[config.mk]
export PLATFORM = sky130hd
export DESIGN_NAME = serial_operand_loader
export DESIGN_NICKNAME = d
export VERILOG_FILES = /design/src/rtl/serial_operand_loader_pkg.sv /design/src/rtl/serial_operand_loader_piso_reg.sv /design/src/rtl/serial_operand_loader.sv
export SDC_FILE = /design/constraint.sdc
export NUM_CORES = 1
export LEC_CHECK = 0
export ABC_AREA = 1
export BUFFER_PORTS_ARGS = -buffer_cell sky130_fd_sc_hd__buf_2
export CAP_MARGIN = 20
export CORE_MARGIN = 2
export CORE_UTILIZATION = 40
export CTS_CLUSTER_SIZE = 12
export DETAILED_ROUTE_END_ITERATION = 10
export PLACE_DENSITY = 0.55
export RECOVER_POWER = 100
export SYNTH_ARGS = -nofsm -noshare
export SYNTH_HDL_FRONTEND = slang
export SYNTH_SLANG_ARGS = --single-unit
[constraint.sdc]
create_clock -name clk -period 3.4 [get_ports clk]
set_clock_uncertainty 0.2 [all_clocks]
set_input_delay 0.68 -clock clk [delete_from_list [all_inputs] [get_ports clk]]
set_output_delay 0.68 -clock clk [all_outputs]
set_load 0.02 [all_outputs]
[src/rtl/serial_operand_loader_pkg.sv]
// Shared types for the serial operand loader: FSM state
// encoding and bit-counter width helper.
package serial_operand_loader_pkg;

  typedef enum logic [1:0] {
    IDLE  = 2'd0,
    SHIFT = 2'd1,
    FLUSH = 2'd2
  } state_e;

  function automatic int cnt_width(input int w);
    return (w < 2) ? 1 : $clog2(w);
  endfunction

endpackage

[src/rtl/serial_operand_loader_piso_reg.sv]
// piso_reg: W-bit parallel-load, right-shift register (zero fill).
// Ports: clk, rst (sync), load, shift_en, d[W], sout = bit 0.
module piso_reg
  import serial_operand_loader_pkg::*;
#(
  parameter int W = 6
) (
  input  logic         clk,
  input  logic         rst,
  input  logic         load,
  input  logic         shift_en,
  input  logic [W-1:0] d,
  output logic         sout
);

  logic [W-1:0] sr_q, sr_d;

  always_comb begin
    sr_d = sr_q;
    if (load)
      sr_d = d;
    else if (shift_en)
      sr_d = {1'b0, sr_q[W-1:1]};
  end

  always_ff @(posedge clk) begin
    if (rst) sr_q <= '0;
    else     sr_q <= sr_d;
  end

  assign sout = sr_q[0];

endmodule

[src/rtl/serial_operand_loader.sv]
// Parallel-to-serial operand front end for the bit-serial adder.
// Ports: clk, rst, in_valid/in_ready/in_a/in_b, a, b, start, busy.
module serial_operand_loader
  import serial_operand_loader_pkg::*;
#(
  parameter int w = 6
) (
  input  logic         clk,
  input  logic         rst,
  input  logic         in_valid,
  output logic         in_ready,
  input  logic [w-1:0] in_a,
  input  logic [w-1:0] in_b,
  output logic         a,
  output logic         b,
  output logic         start,
  output logic         busy
);

  localparam int CW = cnt_width(w);
  localparam logic [CW-1:0] LAST = CW'(w - 1);

  state_e        state_q, state_d;
  logic [w-1:0]  pend_a_q, pend_a_d;
  logic [w-1:0]  pend_b_q, pend_b_d;
  logic          pend_valid_q, pend_valid_d;
  logic [CW-1:0] cnt_q, cnt_d;
  logic          start_q, start_d;
  logic          busy_q, busy_d;
  logic          load, shift_en, xfer;

  assign in_ready = !pend_valid_q && !rst;
  assign xfer     = in_valid && in_ready;

  always_comb begin
    state_d      = state_q;
    pend_a_d     = pend_a_q;
    pend_b_d     = pend_b_q;
    pend_valid_d = pend_valid_q;
    cnt_d        = cnt_q;
    start_d      = 1'b0;
    busy_d       = 1'b0;
    load         = 1'b0;
    shift_en     = 1'b0;
    unique case (state_q)
      IDLE: begin
        if (pend_valid_q) load = 1'b1;
      end
      SHIFT: begin
        shift_en = 1'b1;
        busy_d   = 1'b1;
        if (cnt_q == LAST) begin
          state_d = FLUSH;
          cnt_d   = '0;
        end else begin
          cnt_d = cnt_q + CW'(1);
        end
      end
      FLUSH: begin
        if (pend_valid_q) load = 1'b1;
        else              state_d = IDLE;
      end
      default: state_d = IDLE;
    endcase
    if (load) begin
      state_d      = SHIFT;
      cnt_d        = '0;
      pend_valid_d = 1'b0;
      start_d      = 1'b1;
      busy_d       = 1'b1;
    end
    // in_ready is low whenever a load can happen, so no conflict
    if (xfer) begin
      pend_a_d     = in_a;
      pend_b_d     = in_b;
      pend_valid_d = 1'b1;
    end
  end

  always_ff @(posedge clk) begin
    if (rst) begin
      state_q      <= IDLE;
      pend_a_q     <= '0;
      pend_b_q     <= '0;
      pend_valid_q <= 1'b0;
      cnt_q        <= '0;
      start_q      <= 1'b0;
      busy_q       <= 1'b0;
    end else begin
      state_q      <= state_d;
      pend_a_q     <= pend_a_d;
      pend_b_q     <= pend_b_d;
      pend_valid_q <= pend_valid_d;
      cnt_q        <= cnt_d;
      start_q      <= start_d;
      busy_q       <= busy_d;
    end
  end

  // Zero fill means the shift registers are empty once a frame
  // has shifted out, so their LSB is already 0 in FLUSH/IDLE.
  piso_reg #(.W(w)) u_sr_a (
    .clk      (clk),
    .rst      (rst),
    .load     (load),
    .shift_en (shift_en),
    .d        (pend_a_q),
    .sout     (a)
  );

  piso_reg #(.W(w)) u_sr_b (
    .clk      (clk),
    .rst      (rst),
    .load     (load),
    .shift_en (shift_en),
    .d        (pend_b_q),
    .sout     (b)
  );

  assign start = start_q;
  assign busy  = busy_q;

endmodule

==> results by group, run 1 <==
Run status
  – Status: finished, final reports clean

Yosys
  – Synth Area in Adders: 0
  – Post-Synth Simple-Gate Area: 0.369
  – Mapped Area: ~1400 um2
  – Largest family of logic cells by synthesized area: simple AND/OR/NAND/NOR gates
  – Synth area leaders: dfxtp_1 (47%), nand2_1 (20%), nand3_1 (12%)
  – Post-synth cell types: 17
  – FF+latch count, synth: 32
  – Syn nets: 220
  – Mapped Cells: 205
  – Area leader, netlist: dfxtp_1
  – Top cell type's share of synthesized area: 0.466
  – Post-synth ARST share: 0
  – Top_reg_cell synth: dfxtp_1
  – Mux contribution to synthesized area: 0
  – Post-synthesis xor/xnor area fraction: 0
  – Count of flip-flops with a built-in enable after synthesis: 0
  – Post-synthesis sequential area ratio: 0.466
  – Compound-Gate Fraction of Synth Area: 0.0383
  – Ys Warns: 0
  – Avg Cell Area, Syn: 6.70 um2

Cells and area
  – Finished Layout Cells: roughly 270
  – Area grow syn2layout: 11.7%
  – Commonest non-fill, non-tap cell in the layout: nand2_1
  – Final nets: between 200 and 250
  – Post-route cell area: 1530 um2
  – Filler Cell Count: 373
  – Most frequent cells in the layout: nand2_1 (75), inv_1 (34), nand3_1 (32), dfxtp_1 (32), buf_2 (14)
  – Fraction of layout cells with a size suffix above 1: 0.0978
  – Diodes inserted: 0
  – Final core utilization: 0.463

Worst hold path
  – Worst min-delay path startpoint: pend_b_q[5]
  – WHS Endpoint: u_sr_b.sr_q[5]
  – Min-delay worst type: register to register
  – WHS Path Cells: 2

CTS
  – Worst skew pair latency: roughly 0.33 ns
  – Clk slew on worst S/H paths: around 0.09 ns
  – CTS Root Cell: clkbuf_4
  – Total CTS buffers: 5
  – Clk sink count: 32
  – Longest Clk Path Bufs: 2
  – Htree depth: 2
  – CTS tree: built
  – Post_cts resized: 0
  – Hold buffers post-CTS: 0
  – Post-CTS Setup Bufs: 0

Worst setup path
  – Crit Reg-Reg Startpoint: state_q[1]
  – CP most frequent cell: clkbuf_1
  – Req. time, crit path: 2.52 ns
  – Critical path endpoint category: output port
  – R2r worst-path depth: 7
  – R2R Path End: u_sr_a.sr_q[1]
  – WP data arrival: about 1.6 ns
  – Crit-path cells: clkbuf_1, nor2_2, clkbuf_1, buf_2
  – CP max stage delay: 0.42 ns
  – Worst path slowest cell: clkbuf_1
  – CP startpoint kind: primary input
  – Flop-to-flop setup slack: 1.38 ns
  – Crit Path Max Fanout: 14
  – Crit Path Category: primary input to output port

STA
  – Setup TNS: 0 ns
  – Min setup slack post-route: 0.914 ns
  – Final setup fails: 0
  – Slew HR: 0.479
  – Final hold slack: 0.267 ns
  – Final Hold Fails: 0
  – Fin crit share: 0.731
  – RSZ-0062 raised after global routing: false
  – Fin. max-slew vios: 0
  – Worst Tran Pin Value: 0.780 ns
  – Final min period: between 2 and 2.5 ns
  – Maximum clock rate: 402 MHz

Drt
  – First-pass DRT Iterations: 4
  – WL met2: between 1000 and 1500 um
  – WL final: 2680 um
  – WL met3: about 130 um
  – Via density: approximately 4.5
  – Post-DRT Antenna Nets: 0
  – Routed len/inst: 9.89 um
  – Via Count: 1223
  – Met1 WL: 1390 um
  – Top Metal Used: met4
  – Starting DRT DRC Count: 66
  – Residual DRC: 0

Floorplan
  – Die area: 3920 um2
  – Chip height: 62.6 um
  – Die X: 62.6 um
  – Site Rows: 21
  – Core area: 3310 um2
  – Starting density of the core: 0.415
  – Ports: 20

Global routing
  – Total GRT Usage: 0.152
  – GRT overflow: 0
  – Largest net degree at the start of global routing: 27
  – Initial antenna violation count: 0
  – Vias in the first global route: 1083
  – Global-route wire length before repair: 4700 um

Pwr
  – P per Cell Area: ~500 nW/um2
  – Peak VDD IR: 0.233 mV
  – Cell leakage power: about 0.84 nW
  – PnR Total Power: 0.787 mW

Place
  – # placed instances: 263
  – Dpl cell area: 1490 um2
  – Hpwl dp: 1840 um
  – Routability Congestion: 0.722
  – IO buf count: 19
  – Setup Slack @ Placement: about 1.3 ns

Job
  – Max Cap Viol: 0
==> final cells by class <==
class	count	area (um2)	area share
sequential	32	641	0.418
multi-input combinational	131	557	0.363
inverter	34	128	0.0832
timing repair buffer	20	92.6	0.0604
clock buffer	8	58.8	0.0383
tap	46	57.6	0.0375
==> synthesized netlist by cell type (2+ instances only) <==
cell and instances:
buf_2 4, nand2_2 2, nand3_1 32, nor2_1 9, inv_1 33, a21oi_1 7, nor3_1 2, clkbuf_1 2
nand2_1 74, o21ai_0 2, dfxtp_1 32
==> logic make-up after synthesis <==
| logic type | Yosys count |
|---|---|
| AOI/OAI and AO/OA | 10 |
| DFF | 32 |
| buffers and inverters | 42 |
| and+or+nand+nor | 121 |
==> report_power, final <==
group / leakage (nW) / internal (mW) / switching, mW
clock network: 0.0326 / 0.102 / 0.122
logic: 0.542 / 0.0468 / 0.0917
registers: 0.263 / 0.408 / 0.0160
total: 0.838 / 0.557 / 0.230
==> worst max-delay path, delay by kind of cell <==
| family | cells | cell delay, ns |
|---|---|---|
| buffers and inverters | 3 | 0.82 |
| AND/OR/NAND/NOR | 1 | 0.10 |
==> per-layer routing <==
metal,vias to the layer above,GRT usage
met4,0,0.0833
met5,-,0
li1,662,-
met2,24,0.227
met1,533,0.205
met3,4,0.0324
==> worst max-delay path by stage <==
| stage | start | to | slack, ns | cells past startpoint |
|---|---|---|---|---|
| 5_1_grt | rst | in_ready | 0.83 | 4 |
| 2_1_floorplan | rst | in_ready | 1.46 | 2 |
| 3_3_place_gp | rst | in_ready | 1.26 | 4 |
| 6_report | rst | in_ready | 0.91 | 4 |
| 4_1_cts | rst | in_ready | 1.25 | 4 |
| 3_5_place_dp | rst | in_ready | 1.25 | 4 |
==> sequential cells by signal (all words and copies together), names as in the netlist <==
| register | cells |
|---|---|
| pend_a_q | 6 |
| pend_b_q | 6 |
| u_sr_a.sr_q | 6 |
| u_sr_b.sr_q | 6 |
| cnt_q | 3 |
| state_q | 2 |
| busy | 1 |
| pend_valid_q | 1 |
| start | 1 |
No activity file was read; power rests on OpenSTA's default activity.
==> run 2, diff against run 1 <==
ABC_AREA = 0   (was 1)
PLACE_DENSITY = 0.58   (was 0.55)
clock period = 2.1 ns   (was 3.4 ns; I/O delays follow)
==> results by group, run 2 <==
STA
  – Final Hold Fails: 0 (unchanged)
  – Slew HR: 0.650 (was 0.479)
  – Fin. max-slew vios: 0 (unchanged)
  – Fin crit share: 0.787
  – RSZ-0062 raised after global routing: false (unchanged)
  – Final hold slack: 0.0838 ns (was 0.267 ns)
  – Maximum clock rate: slightly above 600 MHz
  – Setup TNS: 0 ns (unchanged)
  – Min setup slack post-route: 0.446 ns (was 0.914 ns)
  – Final setup fails: 0 (unchanged)
  – Worst Tran Pin Value: 0.525 ns (was 0.780 ns)
  – Final min period: 1.65 ns

CTS
  – Hold buffers post-CTS: 0 (unchanged)
  – Htree depth: 2 (unchanged)
  – Clk slew on worst S/H paths: 0.09 ns (about the same)
  – CTS tree: built (unchanged)
  – Total CTS buffers: 5 (unchanged)
  – Longest Clk Path Bufs: 2 (unchanged)
  – CTS Root Cell: clkbuf_4 (unchanged)
  – Post-CTS Setup Bufs: 0 (unchanged)
  – Worst skew pair latency: 0.32 ns (was 0.33 ns)
  – Clk sink count: 32 (unchanged)
  – Post_cts resized: 0 (unchanged)

Yosys
  – Avg Cell Area, Syn: 8.83 um2 (was 6.70 um2)
  – Mapped Cells: 145 (was 205)
  – Top_reg_cell synth: dfxtp_1 (unchanged)
  – Post-synth ARST share: 0 (unchanged)
  – Commonest cells post-synth: nand2_1 (34), dfxtp_1 (32), nand2b_1 (14), nor2_1 (14), o21ai_0 (12) (was nand2_1 (74), inv_1 (33), dfxtp_1 (32), nand3_1 (32), nor2_1 (9))
  – Syn nets: 160 (was 220)
  – Count of flip-flops with a built-in enable after synthesis: 0 (unchanged)
  – Ys Warns: 0 (unchanged)
  – Post-synth cell types: 22 (was 17)
  – Cell with the most instances after synthesis: nand2_1 (unchanged)
  – Mapped Area: 1280 um2 (was 1370 um2)
  – Synth area leaders: dfxtp_1 (50%), nand2_1 (10%), nand2b_1 (6.8%) (was dfxtp_1 (47%), nand2_1 (20%), nand3_1 (12%))
  – Post-synthesis sequential area ratio: 0.500 (was 0.466)
  – Top cell type's share of synthesized area: 0.500 (was 0.466)
  – FF+latch count, synth: 32 (unchanged)
  – Area leader, netlist: dfxtp_1 (unchanged)

Worst hold path
  – Min-delay worst type: primary input to register (was register to register)

Global routing
  – Vias in the first global route: 907 (was 1083)
  – Largest net degree at the start of global routing: 27 (unchanged)
  – GRT overflow: 0 (unchanged)
  – Global-route wire length before repair: 4260 um (was 4700 um)
  – Total GRT Usage: 0.161 (was 0.152)
  – Initial antenna violation count: 0 (unchanged)

Cells and area
  – Diodes inserted: 0 (unchanged)
  – Fraction of layout cells with a size suffix above 1: 0.157 (was 0.0978)
  – Most frequent cells in the layout: nand2_1 (34), dfxtp_1 (32), nor2_1 (14), nand2b_1 (14), buf_2 (14) (was nand2_1 (75), inv_1 (34), nand3_1 (32), dfxtp_1 (32), buf_2 (14))
  – Area grow syn2layout: 11.9% (was 11.7%)
  – Filler Cell Count: 329 (was 373)
  – Commonest non-fill, non-tap cell in the layout: nand2_1 (unchanged)
  – Final nets: 180 (was 239)

Drt
  – Via Count: 1017 (was 1223)
  – Residual DRC: 0 (unchanged)
  – Post-DRT Antenna Nets: 0 (unchanged)
  – Routed len/inst: 11.5 um (was 9.89 um)
  – Via density: 4.84 (was 4.51)
  – WL final: 2420 um (was 2680 um)
  – Starting DRT DRC Count: 24 (was 66)
  – First-pass DRT Iterations: 4 (unchanged)

Floorplan
  – Starting density of the core: 0.419 (was 0.415)
  – Ports: 20 (unchanged)
  – Die area: 3670 um2 (was 3920 um2)
  – Chip height: 60.6 um (was 62.6 um)
  – Core area: 3050 um2 (was 3310 um2)
  – Die X: 60.6 um (was 62.6 um)
  – Site Rows: 20 (was 21)

Job
  – Max Cap Viol: 0 (unchanged)

Run status
  – Status: finished, final reports clean (unchanged)

Place
  – Hpwl dp: 1620 um (was 1840 um)
  – Routability Congestion: 0.697 (was 0.722)
  – IO buf count: 19 (unchanged)
  – Setup Slack @ Placement: 0.536 ns (was 1.25 ns)

Worst setup path
  – Worst path slowest cell: dfxtp_1 (was clkbuf_1)
  – Crit Path Category: register to output port (was primary input to output port)
  – CP max stage delay: 0.37 ns (was 0.42 ns)
  – Critical path's top delay family: flip-flops (was buffers and inverters)
  – Crit Path Max Fanout: 5 (was 14)
  – WP data arrival: 1.03 ns (was 1.61 ns)
  – Req. time, crit path: 1.48 ns (was 2.52 ns)
  – WP buf/inv: 1 (was 3)
  – CP startpoint kind: register (was primary input)
  – Critical path endpoint category: output port (unchanged)
  – Crit-path cells: nor2_1, clkbuf_1 (was clkbuf_1, nor2_2, clkbuf_1, buf_2)

Pwr
  – Peak VDD IR: 0.480 mV (was 0.233 mV)
  – Cell leakage power: 0.524 nW (was 0.838 nW)
  – P per Cell Area: 816 nW/um2 (was 513 nW/um2)
[run 2: changes by cell type in the layout (fill, tap and decap cells not counted), sizes merged, moves of 10 or more]
cell | before | now
a311oi | 0 | 10
inv | 34 | 0
nand2 | 76 | 34
nand2b | 0 | 14
nand3 | 32 | 2
o21ai | 2 | 12
[run 2: power breakdown]
part	internal (mW)	leakage (nW)	switching, mW
logic	0.0546	0.230	0.0798
clock network	0.165	0.0326	0.195
registers	0.649	0.262	0.0247
total	0.869	0.524	0.300
[run 2: path summary, 6_finish.rpt]
kind	startpoint	end	slack, ns	cells after the start
max reg2reg	pend_valid_q	u_sr_a.sr_q[4]	0.47	3
max	pend_valid_q	in_ready	0.45	2
min	in_a[4]	pend_a_q[4]	0.08	3
min reg2reg	pend_b_q[5]	u_sr_b.sr_q[5]	0.27	2
[run 2: metrics by stage]
step | power (mW) | area, um2 | util | cells
4_1_cts | 1.19 | 1460 | 0.479 | 210
2_1_floorplan | 0.790 | 1280 | - | 145
3_5_place_dp | 0.830 | 1400 | 0.460 | 202
6_report | 1.17 | 1430 | 0.469 | 210
3_3_place_gp | 0.826 | 1400 | 0.460 | 202
5_1_grt | 1.23 | 1430 | 0.469 | 210
[run 2: metal layers]
metal	track usage	wire (um)	vias to the layer above
met5	0	0	-
met4	0.0652	47	0
met3	0.0640	135	5
met2	0.215	999	23
met1	0.231	1240	458
li1	-	-	531
[run 2: layout make-up]
cell class                 count  area (um2)  share of cell area
multi-input combinational    104         567               0.396
sequential                    32         641               0.447
clock buffer                   8        58.8              0.0410
tap                           44        55.1              0.0384
timing repair buffer          22         111              0.0777
[run 2: logic make-up after synthesis]
group | count (synthesis) | share of synthesized area
AND/OR/NAND/NOR | 74 | 0.274
flip-flops | 32 | 0.500
AO/OA/AOI/OAI | 27 | 0.165
buffers and inverters | 9 | 0.0381
multiplexers | 2 | 0.0156
XOR/XNOR | 1 | 0.00684
[run 2: worst register-to-register path: stages, from the launching register on]
cell      delay, ns
dfxtp_1        0.42
and2b_1        0.49
nand2_1        0.12
a311oi_1       0.30
